==> src/rtl/fft_uart_pkg.sv <==
// fft_uart_pkg: shared byte width, serializer state enum and bytes-per-word helper
package fft_uart_pkg;
  localparam int BYTE_W = 8;
  typedef enum logic {IDLE, SEND} state_t;
  function automatic int bytes_of(input int len);
    return 2 * len / BYTE_W;
  endfunction
endpackage

==> src/rtl/fft_tx_serializer_if.sv <==
// fft_tx_serializer_if: word in (fft_data/tx_valid/tx_ready), byte out (byte/byte_valid/byte_ready), stop, frame_done, busy
interface fft_tx_serializer_if #(parameter int length = 32);
  logic [2*length-1:0] i_fft_data;
  logic                i_tx_valid;
  logic                o_tx_ready;
  logic                i_stop;
  logic [7:0]          o_byte;
  logic                o_byte_valid;
  logic                i_byte_ready;
  logic                o_frame_done;
  logic                o_busy;
  modport master (
    output i_fft_data, i_tx_valid, i_stop, i_byte_ready,
    input  o_tx_ready, o_byte, o_byte_valid, o_frame_done, o_busy
  );
  modport slave (
    input  i_fft_data, i_tx_valid, i_stop, i_byte_ready,
    output o_tx_ready, o_byte, o_byte_valid, o_frame_done, o_busy
  );
endinterface

==> src/rtl/fft_tx_serializer_frame_counter.sv <==
// frame_counter: counts words modulo DATA_LENGTH (clk, rst, clr, inc in; wrap out on the final increment)
module frame_counter #(
  parameter int DATA_LENGTH = 256
) (
  input  logic clk,
  input  logic rst,
  input  logic clr,
  input  logic inc,
  output logic wrap
);
  localparam int CW = $clog2(DATA_LENGTH + 1);
  logic [CW-1:0] cnt;
  assign wrap = inc && cnt == CW'(DATA_LENGTH - 1);
  always_ff @(posedge clk or posedge rst)
    if (rst) cnt <= '0;
    else if (clr) cnt <= '0;
    else if (inc) cnt <= wrap ? '0 : cnt + 1'b1;
endmodule

==> src/rtl/fft_tx_serializer.sv <==
// fft_tx_serializer: splits 2*length-bit words MSB-first into bytes (i_clk, i_rst async, bus: word in, byte out, stop, frame_done, busy)
module fft_tx_serializer
  import fft_uart_pkg::*;
#(
  parameter int length      = 32,
  parameter int DATA_LENGTH = 256
) (
  input logic               i_clk,
  input logic               i_rst,
  fft_tx_serializer_if.slave bus
);
  localparam int W     = 2 * length;
  localparam int BYTES = bytes_of(length);
  localparam int IW    = BYTES > 1 ? $clog2(BYTES) : 1;
  state_t        state;
  logic [W-1:0]  shreg;
  logic [IW-1:0] idx;
  logic          tx_ready, byte_valid, frame_done, xfer, last, wrap;
  assign xfer = byte_valid & bus.i_byte_ready;
  assign last = idx == IW'(BYTES - 1);
  frame_counter #(.DATA_LENGTH(DATA_LENGTH)) u_frame_counter (
    .clk (i_clk),
    .rst (i_rst),
    .clr (bus.i_stop),
    .inc (xfer & last & ~bus.i_stop),
    .wrap(wrap)
  );
  always_ff @(posedge i_clk or posedge i_rst)
    if (i_rst) begin
      state      <= IDLE;
      shreg      <= '0;
      idx        <= '0;
      tx_ready   <= 1'b1;
      byte_valid <= 1'b0;
      frame_done <= 1'b0;
    end else if (bus.i_stop) begin
      state      <= IDLE;
      idx        <= '0;
      tx_ready   <= 1'b1;
      byte_valid <= 1'b0;
      frame_done <= 1'b0;
    end else begin
      frame_done <= wrap;
      if (state == IDLE) begin
        if (bus.i_tx_valid) begin
          shreg      <= bus.i_fft_data;
          idx        <= '0;
          state      <= SEND;
          tx_ready   <= 1'b0;
          byte_valid <= 1'b1;
        end
      end else if (xfer) begin
        shreg <= shreg << BYTE_W;
        idx   <= last ? '0 : idx + 1'b1;
        if (last) begin
          state      <= IDLE;
          tx_ready   <= 1'b1;
          byte_valid <= 1'b0;
        end
      end
    end
  assign bus.o_tx_ready   = tx_ready;
  assign bus.o_byte_valid = byte_valid;
  assign bus.o_byte       = shreg[W-1 -: BYTE_W];
  assign bus.o_frame_done = frame_done;
  assign bus.o_busy       = state == SEND;
endmodule

==> src/flat_wrapper.sv <==
// flat-port wrapper written by rule: the top's interface ports become plain ports
module fft_tx_serializer_flat import fft_uart_pkg::*;
#(
  parameter int length      = 32,
  parameter int DATA_LENGTH = 256
)
  (i_clk, i_rst, bus_i_fft_data, bus_i_tx_valid, bus_i_stop, bus_i_byte_ready, bus_o_tx_ready, bus_o_byte, bus_o_byte_valid, bus_o_frame_done, bus_o_busy);
  fft_tx_serializer_if #(.length(length)) bus_i ();
  input logic i_clk;
  input logic i_rst;
  input wire logic [$bits(bus_i.i_fft_data)-1:0] bus_i_fft_data;
  input wire logic [$bits(bus_i.i_tx_valid)-1:0] bus_i_tx_valid;
  input wire logic [$bits(bus_i.i_stop)-1:0] bus_i_stop;
  input wire logic [$bits(bus_i.i_byte_ready)-1:0] bus_i_byte_ready;
  output wire logic [$bits(bus_i.o_tx_ready)-1:0] bus_o_tx_ready;
  output wire logic [$bits(bus_i.o_byte)-1:0] bus_o_byte;
  output wire logic [$bits(bus_i.o_byte_valid)-1:0] bus_o_byte_valid;
  output wire logic [$bits(bus_i.o_frame_done)-1:0] bus_o_frame_done;
  output wire logic [$bits(bus_i.o_busy)-1:0] bus_o_busy;
  assign bus_i.i_fft_data = bus_i_fft_data;
  assign bus_i.i_tx_valid = bus_i_tx_valid;
  assign bus_i.i_stop = bus_i_stop;
  assign bus_i.i_byte_ready = bus_i_byte_ready;
  assign bus_o_tx_ready = bus_i.o_tx_ready;
  assign bus_o_byte = bus_i.o_byte;
  assign bus_o_byte_valid = bus_i.o_byte_valid;
  assign bus_o_frame_done = bus_i.o_frame_done;
  assign bus_o_busy = bus_i.o_busy;
  fft_tx_serializer #(.length(length), .DATA_LENGTH(DATA_LENGTH)) u_core (.i_clk(i_clk), .i_rst(i_rst), .bus(bus_i));
endmodule
==> config.mk <==
export PLATFORM = sky130hd
export DESIGN_NAME = fft_tx_serializer_flat
export DESIGN_NICKNAME = d
export VERILOG_FILES = /design/src/rtl/fft_uart_pkg.sv /design/src/rtl/fft_tx_serializer_if.sv /design/src/rtl/fft_tx_serializer_frame_counter.sv /design/src/rtl/fft_tx_serializer.sv /design/src/flat_wrapper.sv
export SDC_FILE = /design/constraint.sdc
export NUM_CORES = 1
export LEC_CHECK = 0
export CAP_MARGIN = 20
export CORE_AREA = 2 2 91 93
export DETAILED_ROUTE_END_ITERATION = 6
export DIE_AREA = 0 0 93 95
export HOLD_SLACK_MARGIN = 0.1
export PLACE_DENSITY = 0.77
export SETUP_SLACK_MARGIN = 0.05
export SLEW_MARGIN = 0
export SYNTH_ARGS = -nofsm -noshare
export SYNTH_HDL_FRONTEND = slang
export SYNTH_SLANG_ARGS = --single-unit
==> constraint.sdc <==
create_clock -name i_clk -period 7.3 [get_ports i_clk]
set_input_delay 1.095 -clock i_clk [delete_from_list [all_inputs] [get_ports i_clk]]
set_output_delay 1.095 -clock i_clk [all_outputs]
set_load 0.01 [all_outputs]
==> results_dict.tcl, run 1 <==
set metrics [dict create \
    clock_latency_ps 360 \
    synth_mux_area_share_pct 14.72 \
    cts.hold.buffers_added 0 \
    hold_violations 0 \
    max_freq_mhz 362.8 \
    setup-tns-final_ps 0 \
    rsz_0062_raised_after_global_routing "no" \
    grt_start_max_net_pins 121 \
    layout.cells.most_common "nand2_1" \
    cts_tree "built" \
    period_minus_slack_ps 2756 \
    cp-end-kind "flip-flop" \
    finalNetCount 508 \
    setup.worst_path.class "reg2reg" \
    vdd_drop_max_v 0.0001247 \
    global_route_wire_length_before_repair_mm 12.24 \
    netlist_instances 372 \
    clk_root_buffer_cell "clkbuf_8" \
    slew_headroom_pct 29.89 \
    synth-xor-area-share_pct 0.9201 \
    setup_viol 0 \
    ys.warnings.count 0 \
    resize_count_post_cts 0 \
    critical_path_arrival_ps 2950 \
    hold_slack_ps 438.7 \
    tightestPinTransition_ps 1052 \
    syn_area_um2 3807 \
    cts.path.max_buffers 2 \
    rows 33 \
    yosys.area_share.simple_pct 14.07 \
    place.gp.congestion 0.8115 \
    dr_total_vias 2706 \
    floorplan.die_area_um2 8835 \
    final-max-slew-violation-count 0 \
    timing.hold.worst_path_depth 1 \
    post_route_cells_drive_above_1_share_pct 5.682 \
    detail-route-antenna-nets 0 \
    die_h_um 95 \
    hpwlAfterDp_mm 4.875 \
    p_leak_nw 2.119 \
    avgSynthCellArea_um2 10.23 \
    overflow_after_grt 0 \
    drt-initial-drc-count 101 \
    final_worst_path_period_share_pct 37.75 \
    synth_adder_area_share_pct 0.9859 \
    design.core.area_um2 7928 \
    seq_area_frac_synth_pct 52.61 \
    area_growth_pct 25.93 \
    clock_sink_count 80 \
    postSynthRegisterBits 80 \
    cts_max_level 3 \
    outcome "finished, final reports clean" \
    boundaryPins 81 \
    r2r.worst_path.cells 4 \
    routed_wl_mm 7.412 \
    drtPass1Iterations 4 \
    vias_in_the_first_global_route 2626 \
    viasPerCell 4.965 \
    timing.hold.worst.class "reg2reg" \
    data_required_time_of_the_worst_path_ps 7490 \
    synth_fp_nets 444 \
    main_combinational_cell_family_by_area_after_synthesis "multiplexers" \
    pwr_density_nw_per_um2 236.0 \
    initial_utilization_pct 48.03 \
    gr-usage-all-layers_pct 17.91 \
    start_kind "flip-flop" \
    critPathMaxFanout 120 \
    regToRegSetupSlack_ps 4540 \
    synth_cell_types 32 \
    final.fill_count 696 \
    drt_drc_violations_left 0 \
    clkTransAtPathRegs_ps 80 \
    skew_ps 11.27 \
    placedCellCount 529 \
    postCtsSetupBuffers 0 \
    max_cap_viol_count 0 \
    antenna_found_initial 0 \
    wire_length_per_cell_after_detailed_routing_um 13.60 \
    numCtsBuffers 9 \
    mostFrequentLayoutCells "85 x nand2_1, 80 x clkdlybuf4s50_1, 78 x dfrtp_1, 56 x mux2i_1, 36 x o21ai_1" \
    floorplan.die.width_um 93 \
    synthesized_area_fraction_occupied_by_ao_oa_aoi_and_oai_cells_pct 10.65 \
    final_cell_count_no_fill 545 \
    n_antenna_cell 0 \
    buffer_ports.inserted 80 \
]
[critical path, stage by stage (launching register included)]
cell      delay (ps)
dfrtp_4          410
buf_4            790
nand2b_4         340
a21o_4           800
o21ai_0          230
[registers in the layout, summed over array words and instances, names as in the netlist]
signal,count
u_core.bus.o_busy,1
u_core.bus.o_byte_valid,1
u_core.bus.o_frame_done,1
u_core.bus.o_tx_ready,1
u_core.idx,3
u_core.shreg,64
u_core.u_frame_counter.cnt,9
[cells in the mapped netlist]
master	number	area, um^2
xor2_1	3	26.28
nand4b_1	1	8.760
nor4b_1	1	8.760
a21oi_1	8	40.04
mux2i_1	56	560.5
xnor2_1	1	8.760
buf_6	7	78.83
nand3b_1	9	67.56
nor2_1	7	26.28
nand3_1	5	25.02
dfrtp_1	79	1977
buf_4	12	90.09
o21ai_0	26	130.1
nand3_2	1	10.01
nand2_1	85	319.1
ha_1	3	37.54
nand2b_4	1	13.76
dfstp_2	1	26.28
and4_1	1	8.760
and2_1	1	6.260
and3_1	2	12.51
a31o_2	1	8.760
a21o_1	5	37.54
a2bb2oi_1	1	8.760
buf_1	1	3.750
nor3_1	3	15.01
clkbuf_1	3	11.26
o21ai_1	36	180.2
buf_2	7	35.03
inv_1	3	11.26
nor3b_1	1	7.510
or3_1	1	6.260
[final cells by class]
class | count | area, um^2 | area share, %
inverter | 3 | 12.51 | 0.2610
multi-input combinational | 259 | 1582 | 32.99
sequential | 80 | 2007 | 41.86
tap | 105 | 131.4 | 2.740
clock buffer | 10 | 137.6 | 2.871
timing repair buffer | 83 | 843.3 | 17.59
clock inverter | 5 | 81.33 | 1.696
[logic make-up (layout without fill, tap and decap cells)]
kind of cell,after synthesis,after routing
AO/OA/AOI/OAI,77,77
XOR/XNOR,4,4
adder cells (fa/ha/maj),3,3
buffers and inverters,33,101
flip-flops,80,80
multiplexers,56,56
AND/OR/NAND/NOR,119,119
[worst paths after layout]
path	start	to
worst max-delay path	u_core.bus.o_busy$_DFF_PP0_	u_core.shreg[46]$_DFFE_PP0P_
worst min register to register	u_core.u_frame_counter.cnt[8]$_DFFE_PP0P_	u_core.bus.o_frame_done$_DFF_PP0_
min in group asynchronous	i_rst	u_core.shreg[29]$_DFFE_PP0P_
worst min-delay path	u_core.u_frame_counter.cnt[8]$_DFFE_PP0P_	u_core.bus.o_frame_done$_DFF_PP0_
worst max register to register	u_core.bus.o_busy$_DFF_PP0_	u_core.shreg[46]$_DFFE_PP0P_
max in group asynchronous	i_rst	u_core.bus.o_tx_ready$_DFFE_PP1P_
[report_power, final]
part           total [mW]  leakage [nW]  switching [mW]  internal (mW)
clock network       0.356         0.108           0.156          0.200
registers           0.563          1.02          0.0416          0.522
logic               0.212         0.990          0.0990          0.113
[through the flow]
stage                     area [um^2]  setup WS [ps]  total power, mW  util [%]
final                            4795           4544            1.131     60.48
after global routing             4795           4254            1.197     60.48
after CTS                        4767           4518            1.144     60.13
after detailed placement         4548           4203           0.7856     57.37
after global placement           4548           4279           0.7757     57.37
after floorplan                  3807           4155           0.7104         -
[per-layer routing]
layer	vias to the layer above	wire, um	global-route usage (%)	part of all wire [%]
met5	-	0	0	0
met4	0	157	8.824	2.1
met3	11	334	3.192	4.5
met2	62	3445	28.38	46
met1	1238	3475	23.88	47
li1	1395	-	-	-
Note: power is estimated with default switching activity, not from simulation.
==> inputs of run 2 (changes only) <==
==> constraint.sdc (replaced) <==
create_clock -name i_clk -period 2.8 [get_ports i_clk]
set_input_delay 0.42 -clock i_clk [delete_from_list [all_inputs] [get_ports i_clk]]
set_output_delay 0.42 -clock i_clk [all_outputs]
set_load 0.01 [all_outputs]
==> run 2 against run 1 <==
Compared with the run above:
- via count up 2.3%
- sequential power rose to 2.6 times the previous value
- design area up 0.13%
- setup slack worse by 3600 ps
- non-clock buffer count up 3
- first-iteration DRC count up 74%
- global-route usage up 0.89 points
- sequential cell count unchanged
==> results_dict.tcl, run 2 (synthesized netlist as in run 1, its figures left out) <==
set metrics [dict create \
    drtPass1Iterations 4 \
    skew_ps 11.11 \
    hold_violations 0 \
    p_leak_nw 2.126 \
    critPathMaxFanout 2 \
    overflow_after_grt 0 \
    timing.hold.worst.class "in2async" \
    design.core.area_um2 7928 \
    initial_utilization_pct 48.03 \
    crit_slowest_cell "dfstp_2" \
    gate_power_share_pct 19.2 \
    vdd_drop_max_v 0.0002668 \
    proportion_of_power_drawn_by_the_clock_network_pct 29.6 \
    clock_latency_ps 350 \
    hpwlAfterDp_mm 5.446 \
    r2r.worst_path.cells 5 \
    clock_sink_count 80 \
    floorplan.die.width_um 93 \
    rows 33 \
    flip_flop_count_of_the_largest_register_after_layout 64 \
    setup.worst_path.class "reg2out" \
    setup_viol 0 \
    cts.path.max_buffers 2 \
    r2r-end "u_core.shreg[28]$_DFFE_PP0P_" \
    power.switching_mw 0.7862 \
    sw_share_pct 27.31 \
    critPathLaunch "u_core.bus.o_tx_ready$_DFFE_PP1P_" \
    power.total_mw 2.879 \
    post_route_cells_drive_above_1_share_pct 6.306 \
    r2r_start "u_core.bus.o_busy$_DFF_PP0_" \
    start_kind "flip-flop" \
    vias_in_the_first_global_route 2775 \
    clkTransAtPathRegs_ps 80 \
    power.internal_mw 2.093 \
    detail-route-antenna-nets 0 \
    cts_tree "built" \
    final_worst_path_period_share_pct 65.50 \
    boundaryPins 81 \
    wire_length_per_cell_after_detailed_routing_um 13.89 \
    global_route_wire_length_before_repair_mm 12.90 \
    critical_path_arrival_ps 1410 \
    sequentialPowerShare_pct 51.2 \
    rsz_0062_raised_after_global_routing "no" \
    critPathTopFamily "flip-flops" \
    pwr_density_nw_per_um2 599.7 \
    buffer_ports.inserted 80 \
    tightestPinTransition_ps 615.2 \
    period_minus_slack_ps 1834 \
    hold_slack_ps 430.7 \
    place.gp.congestion 0.7867 \
    cp-end-kind "output port" \
    final.fill_count 690 \
    layout.cells.most_common "nand2_1" \
    registers.top_by_ff_count "u_core.shreg" \
    max_freq_mhz 545.2 \
    antenna_found_initial 0 \
    ff_latch_area_um2 2007 \
    area_growth_pct 26.09 \
    grt_start_max_net_pins 66 \
    setup-tns-final_ps 0 \
    critPathBufInv 1 \
    multiInputGateArea_um2 1582 \
    resize_count_post_cts 0 \
    dr_total_vias 2769 \
    cts.hold.buffers_added 0 \
    floorplan.die_area_um2 8835 \
    final-max-slew-violation-count 0 \
    reg_top3 "u_core.shreg x64, u_core.u_frame_counter.cnt x9, u_core.idx x3" \
    outcome "finished, final reports clean" \
    die_h_um 95 \
    routed_wl_mm 7.623 \
    postCtsSetupBuffers 0 \
    n_antenna_cell 0 \
    drt-initial-drc-count 176 \
    finalNetCount 511 \
    regToRegSetupSlack_ps 1100 \
    clk_root_buffer_cell "clkbuf_8" \
    viasPerCell 5.044 \
    final_core_util_pct 60.56 \
    critPathMaxStageDelay_ps 540 \
    data_required_time_of_the_worst_path_ps 2380 \
    gr-usage-all-layers_pct 18.80 \
    cell_chain_critical_path "clkdlybuf4s50_1" \
    numCtsBuffers 9 \
    max_cap_viol_count 0 \
    slew_headroom_pct 58.99 \
    mostFrequentLayoutCells "85 x nand2_1, 80 x clkdlybuf4s50_1, 78 x dfrtp_1, 56 x mux2i_1, 36 x o21ai_1" \
    drt_drc_violations_left 0 \
    cts_max_level 3 \
]
-- run 2: how the worst max path moves through the flow --
stage / to / slack (ps) / cells after the start
detailed placement: u_core.shreg[34]$_DFFE_PP0P_ / 670 / 6
global route: u_core.shreg[16]$_DFFE_PP0P_ / 900 / 6
floorplan: u_core.bus.o_busy$_DFF_PP0_ / 330 / 1
CTS: bus_o_tx_ready / 950 / 1
finish: bus_o_tx_ready / 970 / 1
global placement: u_core.shreg[16]$_DFFE_PP0P_ / 730 / 6
-- run 2: area by class of cell --
cell class	count	share of cell area (%)
Sequential cell	80	41.80
Multi-Input combinational cell	259	32.94
Timing Repair Buffer	86	18.14
Clock buffer	11	2.945
Tap cell	105	2.737
Clock inverter	5	1.173
Inverter	3	0.2606
-- run 2: metrics by stage --
step           cells  worst slack, ps  area [um^2]
2_1_floorplan    372            329.9         3807
3_3_place_gp     533            726.2         4603
3_5_place_dp     533            667.3         4603
4_1_cts          549            952.7         4801
5_1_grt          549            896.2         4801
6_report         549            965.9         4801
-- run 2: power groups by stage --
stage	clock network, mW	logic, mW	registers [mW]
after floorplan	0	0.390	1.46
after global placement	0	0.545	1.49
after detailed placement	0	0.563	1.50
after CTS	0.870	0.564	1.48
after global routing	0.926	0.628	1.50
final	0.851	0.553	1.48
-- run 2: routing by layer --
| layer | up-vias | wire length (um) | track usage, % |
|---|---|---|---|
| met5 | - | 0 | 0 |
| met4 | 0 | 189 | 8.333 |
| met3 | 15 | 347 | 4.230 |
| met2 | 72 | 3533 | 29.65 |
| met1 | 1286 | 3553 | 25.01 |
| li1 | 1396 | - | - |
